### config.mk
export PLATFORM = sky130hd
export DESIGN_NAME = l2cache_control_flat
export DESIGN_NICKNAME = d
export VERILOG_FILES = /design/src/rtl/l2cache_control_if.sv /design/src/rtl/l2cache_control.sv /design/src/flat_wrapper.sv
export SDC_FILE = /design/constraint.sdc
export NUM_CORES = 1
export LEC_CHECK = 0
export CAP_MARGIN = 20
export CORE_ASPECT_RATIO = 0.7
export CORE_UTILIZATION = 40
export DETAILED_ROUTE_END_ITERATION = 7
export HOLD_SLACK_MARGIN = 0.1
export PLACE_DENSITY = 0.64
export SLEW_MARGIN = 15
export SYNTH_ARGS = -nofsm -noshare
export SYNTH_HDL_FRONTEND = slang
export SYNTH_SLANG_ARGS = --single-unit
export TNS_END_PERCENT = 100
### constraint.sdc
create_clock -name clk -period 3.3 [get_ports clk]
set_input_delay 0.495 -clock clk [delete_from_list [all_inputs] [get_ports clk]]
set_output_delay 0.495 -clock clk [all_outputs]
set_load 0.05 [all_outputs]
### src/rtl/l2cache_control_if.sv
// Handshake and strobe bundle between the L2 sequencing FSM and the
// L1 request side, tag comparator, cache arrays and physical memory port.
interface l2cache_control_if;
  // L1 request side
  logic l1_read;
  logic l1_write;
  logic l1_resp;
  // tag comparator / array status for the addressed set
  logic hit;
  logic hit_way;
  logic lru_way;
  logic dirty_0;
  logic dirty_1;
  // physical memory port
  logic pmem_resp;
  logic pmem_read;
  logic pmem_write;
  logic pmem_addr_sel;
  // array control
  logic way_sel;
  logic data_in_sel;
  logic load_data;
  logic load_tag;
  logic set_valid;
  logic set_dirty;
  logic clr_dirty;
  logic load_lru;
  logic lru_in;

  // controller side
  modport master (
    input  l1_read, l1_write, hit, hit_way, lru_way, dirty_0, dirty_1, pmem_resp,
    output l1_resp, pmem_read, pmem_write, pmem_addr_sel, way_sel, data_in_sel,
           load_data, load_tag, set_valid, set_dirty, clr_dirty, load_lru, lru_in
  );

  // environment side (L1, comparator, arrays, memory)
  modport slave (
    output l1_read, l1_write, hit, hit_way, lru_way, dirty_0, dirty_1, pmem_resp,
    input  l1_resp, pmem_read, pmem_write, pmem_addr_sel, way_sel, data_in_sel,
           load_data, load_tag, set_valid, set_dirty, clr_dirty, load_lru, lru_in
  );
endinterface

### src/rtl/l2cache_control.sv
// Sequencing FSM for the 2-way set-associative L2 cache.
//
//   state     | meaning
//   ----------+---------------------------------------------------------
//   IDLE      | waiting for an L1 read/write; all strobes low
//   CHECK     | tag compare result valid; hit completes, miss picks victim
//   WRITEBACK | dirty victim line being written to memory
//   FILL      | requested line being read from memory into the victim way
//
// After a fill the FSM returns to CHECK, which must then hit and finishes
// the request exactly like an ordinary hit (write misses merge there).
module l2cache_control #(
  parameter int PERF_W = 32
) (
  input  logic              clk,
  input  logic              rst_n,
  l2cache_control_if.master bus,
  output logic [PERF_W-1:0] hit_count,
  output logic [PERF_W-1:0] miss_count
);

  typedef enum logic [1:0] {
    IDLE      = 2'd0,
    CHECK     = 2'd1,
    WRITEBACK = 2'd2,
    FILL      = 2'd3
  } state_t;

  state_t state;
  state_t state_nxt;
  logic   victim;
  logic   refill;
  logic   is_write;
  logic   victim_dirty;

  assign victim_dirty = bus.lru_way ? bus.dirty_1 : bus.dirty_0;

  // state register
  always_ff @(posedge clk or negedge rst_n) begin
    if (!rst_n) state <= IDLE;
    else        state <= state_nxt;
  end

  // request type, victim way and refill marker; request lines only sampled in IDLE
  always_ff @(posedge clk or negedge rst_n) begin
    if (!rst_n) begin
      is_write <= 1'b0;
      victim   <= 1'b0;
      refill   <= 1'b0;
    end else begin
      if (state == IDLE && (bus.l1_read || bus.l1_write))
        is_write <= bus.l1_write;
      if (state == CHECK && !bus.hit)
        victim <= bus.lru_way;
      if (state == FILL && bus.pmem_resp)
        refill <= 1'b1;
      else if (state == CHECK)
        refill <= 1'b0;
    end
  end

  // saturating hit/miss counters, counted once per request on the first CHECK
  always_ff @(posedge clk or negedge rst_n) begin
    if (!rst_n) begin
      hit_count  <= '0;
      miss_count <= '0;
    end else if (state == CHECK && !refill) begin
      if (bus.hit) begin
        if (hit_count != '1) hit_count <= hit_count + PERF_W'(1);
      end else begin
        if (miss_count != '1) miss_count <= miss_count + PERF_W'(1);
      end
    end
  end

  // next-state and combinational strobes
  always_comb begin
    state_nxt         = state;
    bus.l1_resp       = 1'b0;
    bus.pmem_read     = 1'b0;
    bus.pmem_write    = 1'b0;
    bus.pmem_addr_sel = 1'b0;
    bus.way_sel       = 1'b0;
    bus.data_in_sel   = 1'b0;
    bus.load_data     = 1'b0;
    bus.load_tag      = 1'b0;
    bus.set_valid     = 1'b0;
    bus.set_dirty     = 1'b0;
    bus.clr_dirty     = 1'b0;
    bus.load_lru      = 1'b0;
    bus.lru_in        = 1'b0;
    case (state)
      IDLE: begin
        if (bus.l1_read || bus.l1_write) state_nxt = CHECK;
      end
      CHECK: begin
        if (bus.hit) begin
          bus.l1_resp  = 1'b1;
          bus.load_lru = 1'b1;
          bus.lru_in   = ~bus.hit_way;
          if (is_write) begin
            bus.way_sel     = bus.hit_way;
            bus.load_data   = 1'b1;
            bus.data_in_sel = 1'b1;
            bus.set_dirty   = 1'b1;
          end
          state_nxt = IDLE;
        end else begin
          state_nxt = victim_dirty ? WRITEBACK : FILL;
        end
      end
      WRITEBACK: begin
        bus.pmem_write    = 1'b1;
        bus.pmem_addr_sel = 1'b1;
        bus.way_sel       = victim;
        if (bus.pmem_resp) state_nxt = FILL;
      end
      FILL: begin
        bus.pmem_read = 1'b1;
        bus.way_sel   = victim;
        if (bus.pmem_resp) begin
          bus.load_data = 1'b1;
          bus.load_tag  = 1'b1;
          bus.set_valid = 1'b1;
          bus.clr_dirty = 1'b1;
          state_nxt     = CHECK;
        end
      end
      default: state_nxt = IDLE;
    endcase
  end

endmodule
### src/flat_wrapper.sv
// flat-port wrapper written by rule: the top's interface ports become plain ports
module l2cache_control_flat 
#(
  parameter int PERF_W = 32
)
  (clk, rst_n, hit_count, miss_count, bus_l1_read, bus_l1_write, bus_hit, bus_hit_way, bus_lru_way, bus_dirty_0, bus_dirty_1, bus_pmem_resp, bus_l1_resp, bus_pmem_read, bus_pmem_write, bus_pmem_addr_sel, bus_way_sel, bus_data_in_sel, bus_load_data, bus_load_tag, bus_set_valid, bus_set_dirty, bus_clr_dirty, bus_load_lru, bus_lru_in);
  l2cache_control_if bus_i ();
  input  logic clk;
  input  logic rst_n;
  output logic [PERF_W-1:0] hit_count;
  output logic [PERF_W-1:0] miss_count;
  input wire logic [$bits(bus_i.l1_read)-1:0] bus_l1_read;
  input wire logic [$bits(bus_i.l1_write)-1:0] bus_l1_write;
  input wire logic [$bits(bus_i.hit)-1:0] bus_hit;
  input wire logic [$bits(bus_i.hit_way)-1:0] bus_hit_way;
  input wire logic [$bits(bus_i.lru_way)-1:0] bus_lru_way;
  input wire logic [$bits(bus_i.dirty_0)-1:0] bus_dirty_0;
  input wire logic [$bits(bus_i.dirty_1)-1:0] bus_dirty_1;
  input wire logic [$bits(bus_i.pmem_resp)-1:0] bus_pmem_resp;
  output wire logic [$bits(bus_i.l1_resp)-1:0] bus_l1_resp;
  output wire logic [$bits(bus_i.pmem_read)-1:0] bus_pmem_read;
  output wire logic [$bits(bus_i.pmem_write)-1:0] bus_pmem_write;
  output wire logic [$bits(bus_i.pmem_addr_sel)-1:0] bus_pmem_addr_sel;
  output wire logic [$bits(bus_i.way_sel)-1:0] bus_way_sel;
  output wire logic [$bits(bus_i.data_in_sel)-1:0] bus_data_in_sel;
  output wire logic [$bits(bus_i.load_data)-1:0] bus_load_data;
  output wire logic [$bits(bus_i.load_tag)-1:0] bus_load_tag;
  output wire logic [$bits(bus_i.set_valid)-1:0] bus_set_valid;
  output wire logic [$bits(bus_i.set_dirty)-1:0] bus_set_dirty;
  output wire logic [$bits(bus_i.clr_dirty)-1:0] bus_clr_dirty;
  output wire logic [$bits(bus_i.load_lru)-1:0] bus_load_lru;
  output wire logic [$bits(bus_i.lru_in)-1:0] bus_lru_in;
  assign bus_i.l1_read = bus_l1_read;
  assign bus_i.l1_write = bus_l1_write;
  assign bus_i.hit = bus_hit;
  assign bus_i.hit_way = bus_hit_way;
  assign bus_i.lru_way = bus_lru_way;
  assign bus_i.dirty_0 = bus_dirty_0;
  assign bus_i.dirty_1 = bus_dirty_1;
  assign bus_i.pmem_resp = bus_pmem_resp;
  assign bus_l1_resp = bus_i.l1_resp;
  assign bus_pmem_read = bus_i.pmem_read;
  assign bus_pmem_write = bus_i.pmem_write;
  assign bus_pmem_addr_sel = bus_i.pmem_addr_sel;
  assign bus_way_sel = bus_i.way_sel;
  assign bus_data_in_sel = bus_i.data_in_sel;
  assign bus_load_data = bus_i.load_data;
  assign bus_load_tag = bus_i.load_tag;
  assign bus_set_valid = bus_i.set_valid;
  assign bus_set_dirty = bus_i.set_dirty;
  assign bus_clr_dirty = bus_i.clr_dirty;
  assign bus_load_lru = bus_i.load_lru;
  assign bus_lru_in = bus_i.lru_in;
  l2cache_control #(.PERF_W(PERF_W)) u_core (.clk(clk), .rst_n(rst_n), .bus(bus_i), .hit_count(hit_count), .miss_count(miss_count));
endmodule
==> summary.txt <==
Place
  – IO Port Bufs: 86
  – GPL Wtd Cong: just under 0.8
  – DP HPWL: between 6000 and 7000 um
  – Placed cell areas: ~4500 um2

STA
  – Max Slew Vio Count: 0
  – Endpoints failing setup: 0
  – Max Clock Skew: around 8 ps
  – Setup tns final: 0 ps
  – Slew HR: about half
  – Unrepaired setup endpoints after global routing: no
  – Fin crit share: between 80% and 90%
  – Endpoints failing hold: 0
  – Final min period: 2710 ps
  – Tightest Pin Transition: 767 ps
  – Hold WS: 251 ps
  – Fmax: 370 MHz

Job
  – Max Cap Viol: 0

Routing
  – Remaining routing DRC violations: 0
  – Post-route ant nets: 0
  – Vias: ~2.9k
  – Routed WL per cell: approximately 16 um
  – Post-Route WL: between 8000 and 9000 um
  – Routed vias/inst: approximately 5.1
  – DR iter-0 viols: 155
  – Pre-Repair DR Iteration Count: 4

CTS
  – Post-CTS resize count: 0
  – Max Root-Sink Buffers: 2
  – Clk_lat worst skew: approximately 320 ps
  – H-tree level count: 3
  – Num CTS Buffers: 9
  – Post-CTS setup buffers: 0
  – Clock-pin slew on the worst setup and hold paths: roughly 60 ps
  – Clk sinks: between 60 and 70
  – TritonCTS clock tree: done
  – Post-CTS Hold Buffers: 0
  – Clk root buf: clkbuf_16

Min path
  – Hold WC Path Type: in2async

Power
  – Maximum vdd drop: 0.464 mV
  – Pwr Total: a little under 0.003 W
  – PD cells: ~610 nW/um2
  – Pleak: 1.99 nW

Global route
  – Largest net degree at the start of global routing: 33
  – First-pass GRT wire length: 14100 um
  – Grt ovf: 0
  – Initial antenna violation count: 0
  – Overall routing resource usage: roughly a fifth
  – Vias in the first global route: between 2k and 3k

Finish
  – Nets@finish: around 450
  – Ratio of cells with drive above 1 in the final layout: 8.99%
  – Layout area overhead: 34.8%
  – Post-Route Utilization: between 50% and 60%
  – Number of diodes: 0
  – Fin area: just under 5000 um2

Critical path
  – Worst-path maximum fanout: 6
  – Critical Path AT: between 2000 and 2500 ps
  – CP startpoint kind: flip-flop
  – Critical Path RT: about 2800 ps
  – CP Class: reg2out
  – CP Capture Type: output port

Yosys
  – Net Count, Synth: 357
  – Post-synth EDFFs: 0
  – Synth Flop Type: dfrtp_1
  – Yosys reg bits: 69
  – Register area share after synthesis: 48.1%
  – Leading post-synthesis cells by cell area: dfrtp_1 48%, xnor2_1 12%, nand4_1 4.4%
  – Synth area leader: dfrtp_1
  – Synth unique cells: between 40 and 50
  – Mapped cell area: about 3600 um2
  – Ys async rst share: 100%
  – Synthesized area per cell: around 11 um2
  – Yosys warning count: 0
  – Syn Inst Count: between 300 and 400
  – Post-synth top area share: just under 50%

Die
  – # IOs: 87
  – Initial core utilization: around two fifths
  – Die area: 9370 um2
  – Die width: 115 um
  – Chip Height: 81.3 um
  – FP Rows: 28
  – Core area: 8580 um2

Status
  – Outcome: finished, final reports clean
==> flip-flops by register name (all words and copies together), names as in the netlist <==
signal	flops
u_core.refill	1
u_core.state	2
u_core.victim	1
u_core.is_write	1
u_core.hit_count	32
u_core.miss_count	32
==> worst paths after layout <==
kind	start	to	slack, ps	cells past startpoint
max	u_core.state[1]	bus_set_dirty	590	4
min	rst_n	u_core.hit_count[9]	250	1
max reg2reg	u_core.miss_count[0]	u_core.miss_count[1]	1010	6
min reg2reg	u_core.hit_count[28]	u_core.hit_count[28]	480	1
max in group asynchronous	rst_n	u_core.state[0]	2270	2
min in group clk	u_core.hit_count[28]	u_core.hit_count[28]	480	1
==> cell usage after synthesis (2+ instances only) <==
cell and number:
and4_1 7, buf_4 5, or4_4 2, nor3_1 10, nor2b_1 2, nand3_1 30, nor4bb_1 2, nor2_1 18
nand4_1 25, xor2_1 11, xnor2_1 50, and2_1 5, mux2_1 2, inv_1 9, nand4b_1 2, dfrtp_1 69
buf_6 2, nand2_1 25, a21oi_1 4, and3_1 10, nor4_4 2, nand3b_1 6, clkbuf_1 4, ha_1 7
nand3_2 2, o21ai_0 5, nor3b_1 2, nor4_1 2, and4_4 2, buf_2 3
==> power breakdown <==
part | switching (W) | internal, W
sequential | 0.000111 | 0.000939
combinational | 0.000614 | 0.000325
clock | 0.000350 | 0.000604
==> cells in the final DEF (no fill, tap or decap), types with 8 or more instances in the layout <==
cell	count
nor3_1	10
nand3_1	30
xor2_1	11
inv_1	9
nand4_1	25
dfrtp_1	69
nand2_1	25
nor2_1	18
xnor2_1	50
clkbuf_16	9
clkdlybuf4s50_1	83
and3_1	10
buf_4	8
==> metal layers <==
layer	up-vias	global-route usage, %	share of wire [%]
li1	1384	-	-
met1	1400	30.6	55
met2	61	27.3	40
met3	8	4.10	3.3
met4	0	5.45	0.90
met5	-	0	0
==> logic make-up (layout without fill, tap and decap cells) <==
| kind of cell | count (synthesis) | count (layout) | synth area share, % |
|---|---|---|---|
| AOI/OAI and AO/OA | 14 | 14 | 2.96 |
| xor gates and xnor gates | 61 | 61 | 14.9 |
| adders and majority gates | 7 | 7 | 2.44 |
| buffers and inverters | 23 | 117 | 3.45 |
| DFF | 69 | 69 | 48.1 |
| muxes | 4 | 4 | 1.22 |
| and+or+nand+nor | 162 | 162 | 27.0 |
==> final cells by class <==
| class | count | area [um2] |
|---|---|---|
| Clock buffer | 12 | 246 |
| Sequential cell | 69 | 1730 |
| Tap cell | 120 | 150 |
| Inverter | 9 | 33.8 |
| Fill cell | 795 | 3740 |
| Timing Repair Buffer | 92 | 896 |
| Multi-Input combinational cell | 248 | 1740 |
| Clock inverter | 4 | 47.5 |
==> through the flow <==
step	std cells	setup slack (ps)
after floorplan	340	646
after global placement	538	716
after detailed placement	538	723
after CTS	554	576
after global routing	554	511
final	554	594
==> critical path, stage by stage (launching register included) <==
cell             delay, ps
dfrtp_1                410
inv_1                  110
ha_1                   270
and3_1                 270
clkdlybuf4s50_1        830
Power figures use the tool's default switching activity.
